## config.mk

```make
export PLATFORM = sky130hd
export DESIGN_NAME = pipe_alu
export DESIGN_NICKNAME = d
export VERILOG_FILES = /design/src/rtl/pipe_alu_pkg.sv /design/src/rtl/pipe_alu_stage.sv /design/src/rtl/pipe_alu.sv
export SDC_FILE = /design/constraint.sdc
export NUM_CORES = 1
export LEC_CHECK = 0
export CAP_MARGIN = 10
export CORE_ASPECT_RATIO = 1.2
export CORE_MARGIN = 3
export CORE_UTILIZATION = 51
export CTS_CLUSTER_DIAMETER = 200
export DETAILED_ROUTE_END_ITERATION = 7
export PLACE_DENSITY = 0.9
export SKIP_LAST_GASP = 1
export SLEW_MARGIN = 20
export SYNTH_ARGS = -nofsm -noshare
export SYNTH_HDL_FRONTEND = slang
export SYNTH_SLANG_ARGS = --single-unit
```

## constraint.sdc

```tcl
create_clock -name sysclk -period 2.44 [get_ports sysclk]
set_input_delay 0.488 -clock sysclk [delete_from_list [all_inputs] [get_ports sysclk]]
set_output_delay 0.488 -clock sysclk [all_outputs]
set_load 0.005 [all_outputs]
```

## src/rtl/pipe_alu_pkg.sv

```systemverilog
// rtl/pipe_alu_pkg.sv - opcode encoding shared by the pipelined ALU.
package pipe_alu_pkg;

  localparam int OP_W = 2;

  typedef enum logic [OP_W-1:0] {
    OP_ADD = 2'd0,
    OP_SUB = 2'd1,
    OP_AND = 2'd2,
    OP_XOR = 2'd3
  } op_e;

endpackage

```

## src/rtl/pipe_alu_stage.sv

```systemverilog
// rtl/pipe_alu_stage.sv - one valid/data pipeline register with enable and async reset.
module pipe_alu_stage #(
  parameter int W = 5
) (
  input  logic         clk,
  input  logic         rst_n,
  input  logic         en,
  input  logic         valid_i,
  input  logic [W-1:0] data_i,
  output logic         valid_o,
  output logic [W-1:0] data_o
);

  logic         valid_q;
  logic [W-1:0] data_q;

  always_ff @(posedge clk or negedge rst_n) begin
    if (!rst_n) begin
      valid_q <= 1'b0;
      data_q  <= '0;
    end else if (en) begin
      valid_q <= valid_i;
      data_q  <= data_i;
    end
  end

  assign valid_o = valid_q;
  assign data_o  = data_q;

endmodule

```

## src/rtl/pipe_alu.sv

```systemverilog
// rtl/pipe_alu.sv - DEPTH-stage ADD/SUB/AND/XOR ALU with valid/ready flow control.
// Optional macro PIPE_ALU_SAT_EN saturates ADD overflow and SUB underflow.
module pipe_alu
  import pipe_alu_pkg::*;
#(
  parameter int WIDTH = 4,
  parameter int DEPTH = 2
) (
  input  logic             sysclk,
  input  logic             rst_n,
  input  logic             in_valid,
  output logic             in_ready,
  input  logic [OP_W-1:0]  op,
  input  logic [WIDTH-1:0] in_a,
  input  logic [WIDTH-1:0] in_b,
  output logic             out_valid,
  input  logic             out_ready,
  output logic [WIDTH-1:0] out,
  output logic             flag
);

  // Stage payload packs {flag, result}.
  logic             stg_valid [DEPTH+1];
  logic [WIDTH:0]   stg_data  [DEPTH+1];

  logic [WIDTH:0]   sum;
  logic [WIDTH:0]   diff;
  logic [WIDTH-1:0] res_d;
  logic             flag_d;

  assign sum  = {1'b0, in_a} + {1'b0, in_b};
  assign diff = {1'b0, in_a} - {1'b0, in_b};

  always_comb begin
    res_d  = '0;
    flag_d = 1'b0;
    if (in_valid) begin
      case (op_e'(op))
        OP_ADD: begin
          flag_d = sum[WIDTH];
`ifdef PIPE_ALU_SAT_EN
          res_d  = sum[WIDTH] ? {WIDTH{1'b1}} : sum[WIDTH-1:0];
`else
          res_d  = sum[WIDTH-1:0];
`endif
        end
        OP_SUB: begin
          // The extra top bit of the widened difference is the borrow (a < b).
          flag_d = diff[WIDTH];
`ifdef PIPE_ALU_SAT_EN
          res_d  = diff[WIDTH] ? '0 : diff[WIDTH-1:0];
`else
          res_d  = diff[WIDTH-1:0];
`endif
        end
        OP_AND:  res_d = in_a & in_b;
        OP_XOR:  res_d = in_a ^ in_b;
        default: res_d = '0;
      endcase
    end
  end

  assign stg_valid[0] = in_valid;
  assign stg_data[0]  = {flag_d, res_d};

  // Single shared enable: every stage moves or every stage holds.
  assign in_ready = !out_valid || out_ready;

  for (genvar s = 0; s < DEPTH; s++) begin : g_stage
    pipe_alu_stage #(.W(WIDTH + 1)) u_stage (
      .clk     (sysclk),
      .rst_n   (rst_n),
      .en      (in_ready),
      .valid_i (stg_valid[s]),
      .data_i  (stg_data[s]),
      .valid_o (stg_valid[s+1]),
      .data_o  (stg_data[s+1])
    );
  end

  assign out_valid = stg_valid[DEPTH];
  assign out       = stg_data[DEPTH][WIDTH-1:0];
  assign flag      = stg_data[DEPTH][WIDTH];

endmodule

```

==> results of run 1 <==
-- stage by stage --
stage | utilization (%) | setup slack (ns) | total power, uW
after floorplan | - | 0.663 | 339
after global placement | 70.9 | 0.101 | 420
after detailed placement | 70.9 | 0.0366 | 430
after CTS | 73.3 | 0.269 | 583
after global routing | 73.3 | 0.173 | 618
final | 73.3 | 0.281 | 578
-- cells by family after synthesis --
| kind of cell | after synthesis |
|---|---|
| AOI/OAI and AO/OA | 20 |
| and+or+nand+nor | 35 |
| buffers and inverters | 14 |
| adders and majority gates | 10 |
| DFF | 12 |
| muxes | 2 |
-- cells in the mapped netlist --
library cell,instances,share of area (%)
inv_2,2,0.89
a211o_1,2,2.1
o21ai_2,1,1.0
a32o_1,1,1.2
fa_1,2,4.7
o211ai_1,1,0.89
nor3b_2,1,1.5
a21oi_1,2,1.2
nor2_1,1,0.44
ha_1,8,12
o21bai_1,1,0.89
nor4_1,1,0.74
mux2i_1,1,1.2
o21ai_0,4,2.4
o21a_1,1,0.89
nand3_1,1,0.59
and2b_1,1,0.89
o41ai_2,1,1.9
or2_2,1,0.74
nand2_1,25,11
buf_4,1,0.89
mux4_2,1,2.7
nand2b_1,1,0.74
o31a_1,1,1.0
buf_2,1,0.59
nor2b_1,3,2.2
inv_1,9,4.0
o311ai_0,1,1.0
buf_1,1,0.44
a21o_2,1,1.0
dfrtp_1,12,36
o31ai_1,3,2.7
-- registers in the layout, indices dropped and copies added (netlist names) --
register                 cells
g_stage.u_stage.valid_o      2
g_stage.u_stage.data_o      10
-- worst max-delay path, cell delays in order --
cell	delay, ns
clkdlybuf4s50_1	0.45
and2b_1	0.19
inv_2	0.05
clkdlybuf4s50_1	0.49
-- how the worst max path moves through the flow --
stage | startpoint | to | slack, ns
after floorplan | in_a[0] | g_stage[0].u_stage.data_o[1] | 0.66
after global placement | in_b[2] | g_stage[0].u_stage.data_o[3] | 0.10
after detailed placement | in_b[0] | g_stage[0].u_stage.data_o[2] | 0.04
after CTS | out_ready | in_ready | 0.27
after global routing | in_b[0] | g_stage[0].u_stage.data_o[2] | 0.17
final | out_ready | in_ready | 0.28
-- where the power goes --
group	total (uW)	leakage [uW]	switching, uW	internal [uW]
logic	183	0.000355	84.1	99.1
registers	241	0.000154	13.6	228
clock network	153	0.0000210	62.6	90.5
total	578	0.000530	160	417
-- placed cells by master (no fill, tap or decap), types with 2 or more instances in the layout --
cell type,Yosys,routed
nor2b_1,3,3
clkdlybuf4s50_1,0,20
buf_4,1,2
o31ai_1,3,3
ha_1,8,8
a21oi_1,2,2
nand2_1,25,25
fa_1,2,2
inv_2,2,2
o21ai_0,4,4
clkbuf_4,0,3
dfrtp_1,12,12
a211o_1,2,2
inv_1,9,9
-- final cells by class --
| cell class | count | area, um^2 | area share, % |
|---|---|---|---|
| Clock buffer | 4 | 36.3 | 3.30 |
| Sequential cell | 12 | 300 | 27.3 |
| Timing Repair Buffer | 22 | 215 | 19.5 |
| Multi-Input combinational cell | 67 | 487 | 44.2 |
| Tap cell | 17 | 21.3 | 1.93 |
| Inverter | 11 | 41.3 | 3.75 |
-- metal layers --
layer,global-route usage [%],routed length (um)
met1,19.7,671
met2,31.3,914
met3,2.15,91
met4,11.1,79
met5,0,0
==> results_dict.tcl, run 1 <==
set metrics [dict create \
    drtAntennaViolNets 0 \
    synth_top_family_by_area "simple AND/OR/NAND/NOR gates" \
    syn_nets 117 \
    portBuffers 20 \
    rrSetupSlack_ns 1.15 \
    fin_setup_tns_ns 0 \
    finalMaxSlewViolations 0 \
    powerDensity_nw_per_um2 525 \
    synth-adder-area-share_pct 16.6 \
    syn_to_final_growth_pct 30.4 \
    hold_buffers 0 \
    min_from "g_stage[0].u_stage.valid_o" \
    clock_skew_ns 0.00621 \
    dr.pass1.iters 4 \
    finalHoldViolCount 0 \
    dpl.cell_count 129 \
    synthesis.area_um2 845 \
    fp.dieH_um 50.6 \
    ys_ff_latch 12 \
    place_area_um2 1060 \
    worstPathArrival_ns 1.67 \
    worstHoldPathCells 1 \
    final_cell_count_no_fill 133 \
    stdcell_area_um2 1100 \
    synth_xor_area_share_pct 0 \
    fin_crit_sh_pct 88.5 \
    maxSlewHeadroom_pct 66.6 \
    core_um2 1500 \
    synth_cells 93 \
    fmax_mhz 463 \
    postCtsSetupBuffers 0 \
    cp-start-kind "primary input" \
    drt_iter0_drc 11 \
    status "completed" \
    dp_hpwl_mm 1.45 \
    antenna_found_initial 0 \
    drc_errors 0 \
    grt_first_pass_wirelength_mm 3.02 \
    grt_max_degree 14 \
    hold_class "register to register" \
    syn_avg_cell_area_um2 9.08 \
    holdPathEnd "g_stage[1].u_stage.valid_o" \
    grt_use_total_pct 17.8 \
    worst_r2r_endpoint "g_stage[0].u_stage.data_o[4]" \
    rsz0062_at_grt "no" \
    synth.yosys.seq_area_share_pct 35.6 \
    path_class "primary input to output port" \
    yosys-mux-area-fraction_pct 3.85 \
    initial_core_util_pct 56.2 \
    n_antenna_cell 0 \
    clockBufferDepth 2 \
    vias_per_cell 5.75 \
    critPathCaptureType "output port" \
    synth_warnings 0 \
    cp_max_fo 2 \
    io_pins 21 \
    required_ns 1.95 \
    cts_resized 0 \
    gp_congestion 0.878 \
    reg2reg_from "g_stage[1].u_stage.valid_o" \
    wl_per_cell_um 13.2 \
    path_clk_slew_ns 0.08 \
    ir_worst_vdd_v 0.000261 \
    fill_cells 122 \
    h-tree-depth 1 \
    drive_above_1_share_pct 12.1 \
    yosys.area_share.simple_pct 19.0 \
    routed_wirelength_mm 1.76 \
    drv_cap 0 \
    power_leakage_uw 0.000530 \
    cts_sinks 12 \
    placementRows 15 \
    grt_pass1_vias 753 \
    die_area_um2 2180 \
    timing.final.crit_period_ns 2.16 \
    ff2ff_path_depth 6 \
    synth-compound-area-share_pct 18.2 \
    chipWidth_um 43.2 \
    ys_types 32 \
    root_buffer "clkbuf_4" \
    nets 141 \
    num_vias 765 \
    finalSetupViolCount 0 \
    whs_ns 0.463 \
    worstMarginPinSlew_ns 0.500 \
    cts_buffers 3 \
    cts_tree "built" \
    clk_latency_ns 0.27 \
    grt-ovfl-total 0 \
]
(Power assumes the default switching activity.)
==> run 2, diff against run 1 <==
--- a/config.mk
+++ b/config.mk
@@ -7,12 +7,11 @@
 export LEC_CHECK = 0
 export CAP_MARGIN = 10
 export CORE_ASPECT_RATIO = 1.2
-export CORE_MARGIN = 3
+export CORE_MARGIN = 2
 export CORE_UTILIZATION = 51
 export CTS_CLUSTER_DIAMETER = 200
 export DETAILED_ROUTE_END_ITERATION = 7
 export PLACE_DENSITY = 0.9
-export SKIP_LAST_GASP = 1
 export SLEW_MARGIN = 20
 export SYNTH_ARGS = -nofsm -noshare
 export SYNTH_HDL_FRONTEND = slang
==> run 2 against run 1 <==
Design area down 1.8%. Register-to-register slack gained 0.07 ns. Sequential share of layout area rose by 0.51 points. Power decreased by 7.6%. Clock skew decreased by 0.0033 ns. Routed wire length is 5.9% lower. Final cell count down 0.75%. Die area shrank 8.4%. Critical path type unchanged.
==> results_dict.tcl, run 2 (synthesized netlist as in run 1, its figures left out) <==
set metrics [dict create \
    dp_hpwl_mm 1.40 \
    cp_max_fo 8 \
    place_area_um2 1060 \
    ir_worst_vdd_v 0.000223 \
    n_antenna_cell 0 \
    wl_per_cell_um 12.5 \
    path_clk_slew_ns 0.06 \
    root_buffer "clkbuf_4" \
    placementRows 16 \
    worstPathArrival_ns 1.77 \
    gp_congestion 0.790 \
    antenna_found_initial 0 \
    path_cells "clkdlybuf4s50_1, and2b_1, inv_2, clkdlybuf4s50_1" \
    power_leakage_uw 0.000518 \
    final_common_cell "nand2_1" \
    status "completed" \
    die_area_um2 2000 \
    cts_sinks 12 \
    slowest_stage "clkdlybuf4s50_1" \
    syn_to_final_growth_pct 28.0 \
    finalHoldViolCount 0 \
    fin_setup_tns_ns 0 \
    drive_above_1_share_pct 10.5 \
    clock_skew_ns 0.00291 \
    grt_use_total_pct 20.6 \
    required_ns 1.95 \
    io_pins 21 \
    cts_tree "built" \
    drt_iter0_drc 6 \
    routed_wirelength_mm 1.65 \
    num_vias 713 \
    maxSlewHeadroom_pct 65.9 \
    h-tree-depth 1 \
    core_um2 1600 \
    fill_cells 146 \
    fin_crit_sh_pct 92.5 \
    finalSetupViolCount 0 \
    clk_latency_ns 0.26 \
    powerDensity_nw_per_um2 494 \
    critPathCaptureType "output port" \
    grt_pass1_vias 737 \
    grt-ovfl-total 0 \
    clockBufferDepth 2 \
    path_class "primary input to output port" \
    largest_reg_flops 10 \
    hold_class "register to register" \
    drtAntennaViolNets 0 \
    cts_buffers 3 \
    crit_family "buffers and inverters" \
    dr.pass1.iters 3 \
    stdcell_area_um2 1080 \
    cpMostUsedCell "clkdlybuf4s50_1" \
    vias_per_cell 5.40 \
    cp-start-kind "primary input" \
    cts_resized 0 \
    crit_buf_inv 3 \
    postCtsSetupBuffers 0 \
    drv_cap 0 \
    fmax_mhz 443 \
    worstMarginPinSlew_ns 0.510 \
    nets 140 \
    timing.final.crit_period_ns 2.26 \
    slowest_delay_ns 0.52 \
    finalMaxSlewViolations 0 \
    portBuffers 20 \
    rsz0062_at_grt "no" \
    fp.dieH_um 48.6 \
    grt_first_pass_wirelength_mm 2.88 \
    drc_errors 0 \
    hold_buffers 0 \
    initial_core_util_pct 52.7 \
    final_cell_mix "nand2_1, clkdlybuf4s50_1, dfrtp_1, inv_1, ha_1" \
    chipWidth_um 41.2 \
    grt_max_degree 14 \
]
[run 2: report_power, final]
part | switching (uW) | leakage [uW] | internal, uW
clock | 54.8 | 0.0000138 | 56.9
sequential | 14.4 | 0.000154 | 228
combinational | 82.4 | 0.000350 | 97.1
[run 2: path summary, 6_finish.rpt]
| check | from | slack, ns | end | cells after the start |
|---|---|---|---|---|
| worst max-delay path | out_ready | 0.18 | in_ready | 4 |
| worst min register to register | g_stage[1].u_stage.data_o[1] | 0.46 | g_stage[1].u_stage.data_o[1] | 2 |
| worst max register to register | g_stage[1].u_stage.valid_o | 1.22 | g_stage[0].u_stage.data_o[3] | 4 |
| max in group asynchronous | rst_n | 1.53 | g_stage[1].u_stage.data_o[1] | 1 |
| worst min-delay path | g_stage[1].u_stage.data_o[1] | 0.46 | g_stage[1].u_stage.data_o[1] | 2 |
| min in group asynchronous | rst_n | 0.57 | g_stage[1].u_stage.data_o[2] | 1 |
[run 2: cell type report]
| class | instances | area [um^2] | area share, % |
|---|---|---|---|
| clock buffers | 3 | 22.5 | 2.08 |
| flip-flops and latches | 12 | 300 | 27.8 |
| well taps | 18 | 22.5 | 2.08 |
| inverters | 11 | 41.3 | 3.82 |
| multi-input cells | 67 | 487 | 45.0 |
| repair buffers | 21 | 208 | 19.2 |
[run 2: per-stage QoR]
step           utilization (%)  hold slack (ns)  power, uW  worst slack (ns)  std cells
2_1_floorplan                -            0.192        339             0.663         93
4_1_cts                   67.5            0.470        544             0.173        132
3_5_place_dp              66.1            0.455        428            0.0781        129
5_1_grt                   67.5            0.492        579             0.111        132
3_3_place_gp              66.1            0.444        416             0.117        129
6_report                  67.5            0.462        534             0.183        132
[run 2: worst register-to-register path, stage by stage (launching register included)]
cell and delay (ns):
dfrtp_1 0.38, and2b_1 0.18, inv_2 0.12, nand2_1 0.16, o31ai_1 0.28
[run 2: layer usage]
metal,GRT usage (%),routed length (um),up-vias
li1,-,-,357
met5,0,0,-
met2,36.2,910,20
met4,10.8,16,0
met1,21.8,653,334
met3,2.29,72,2
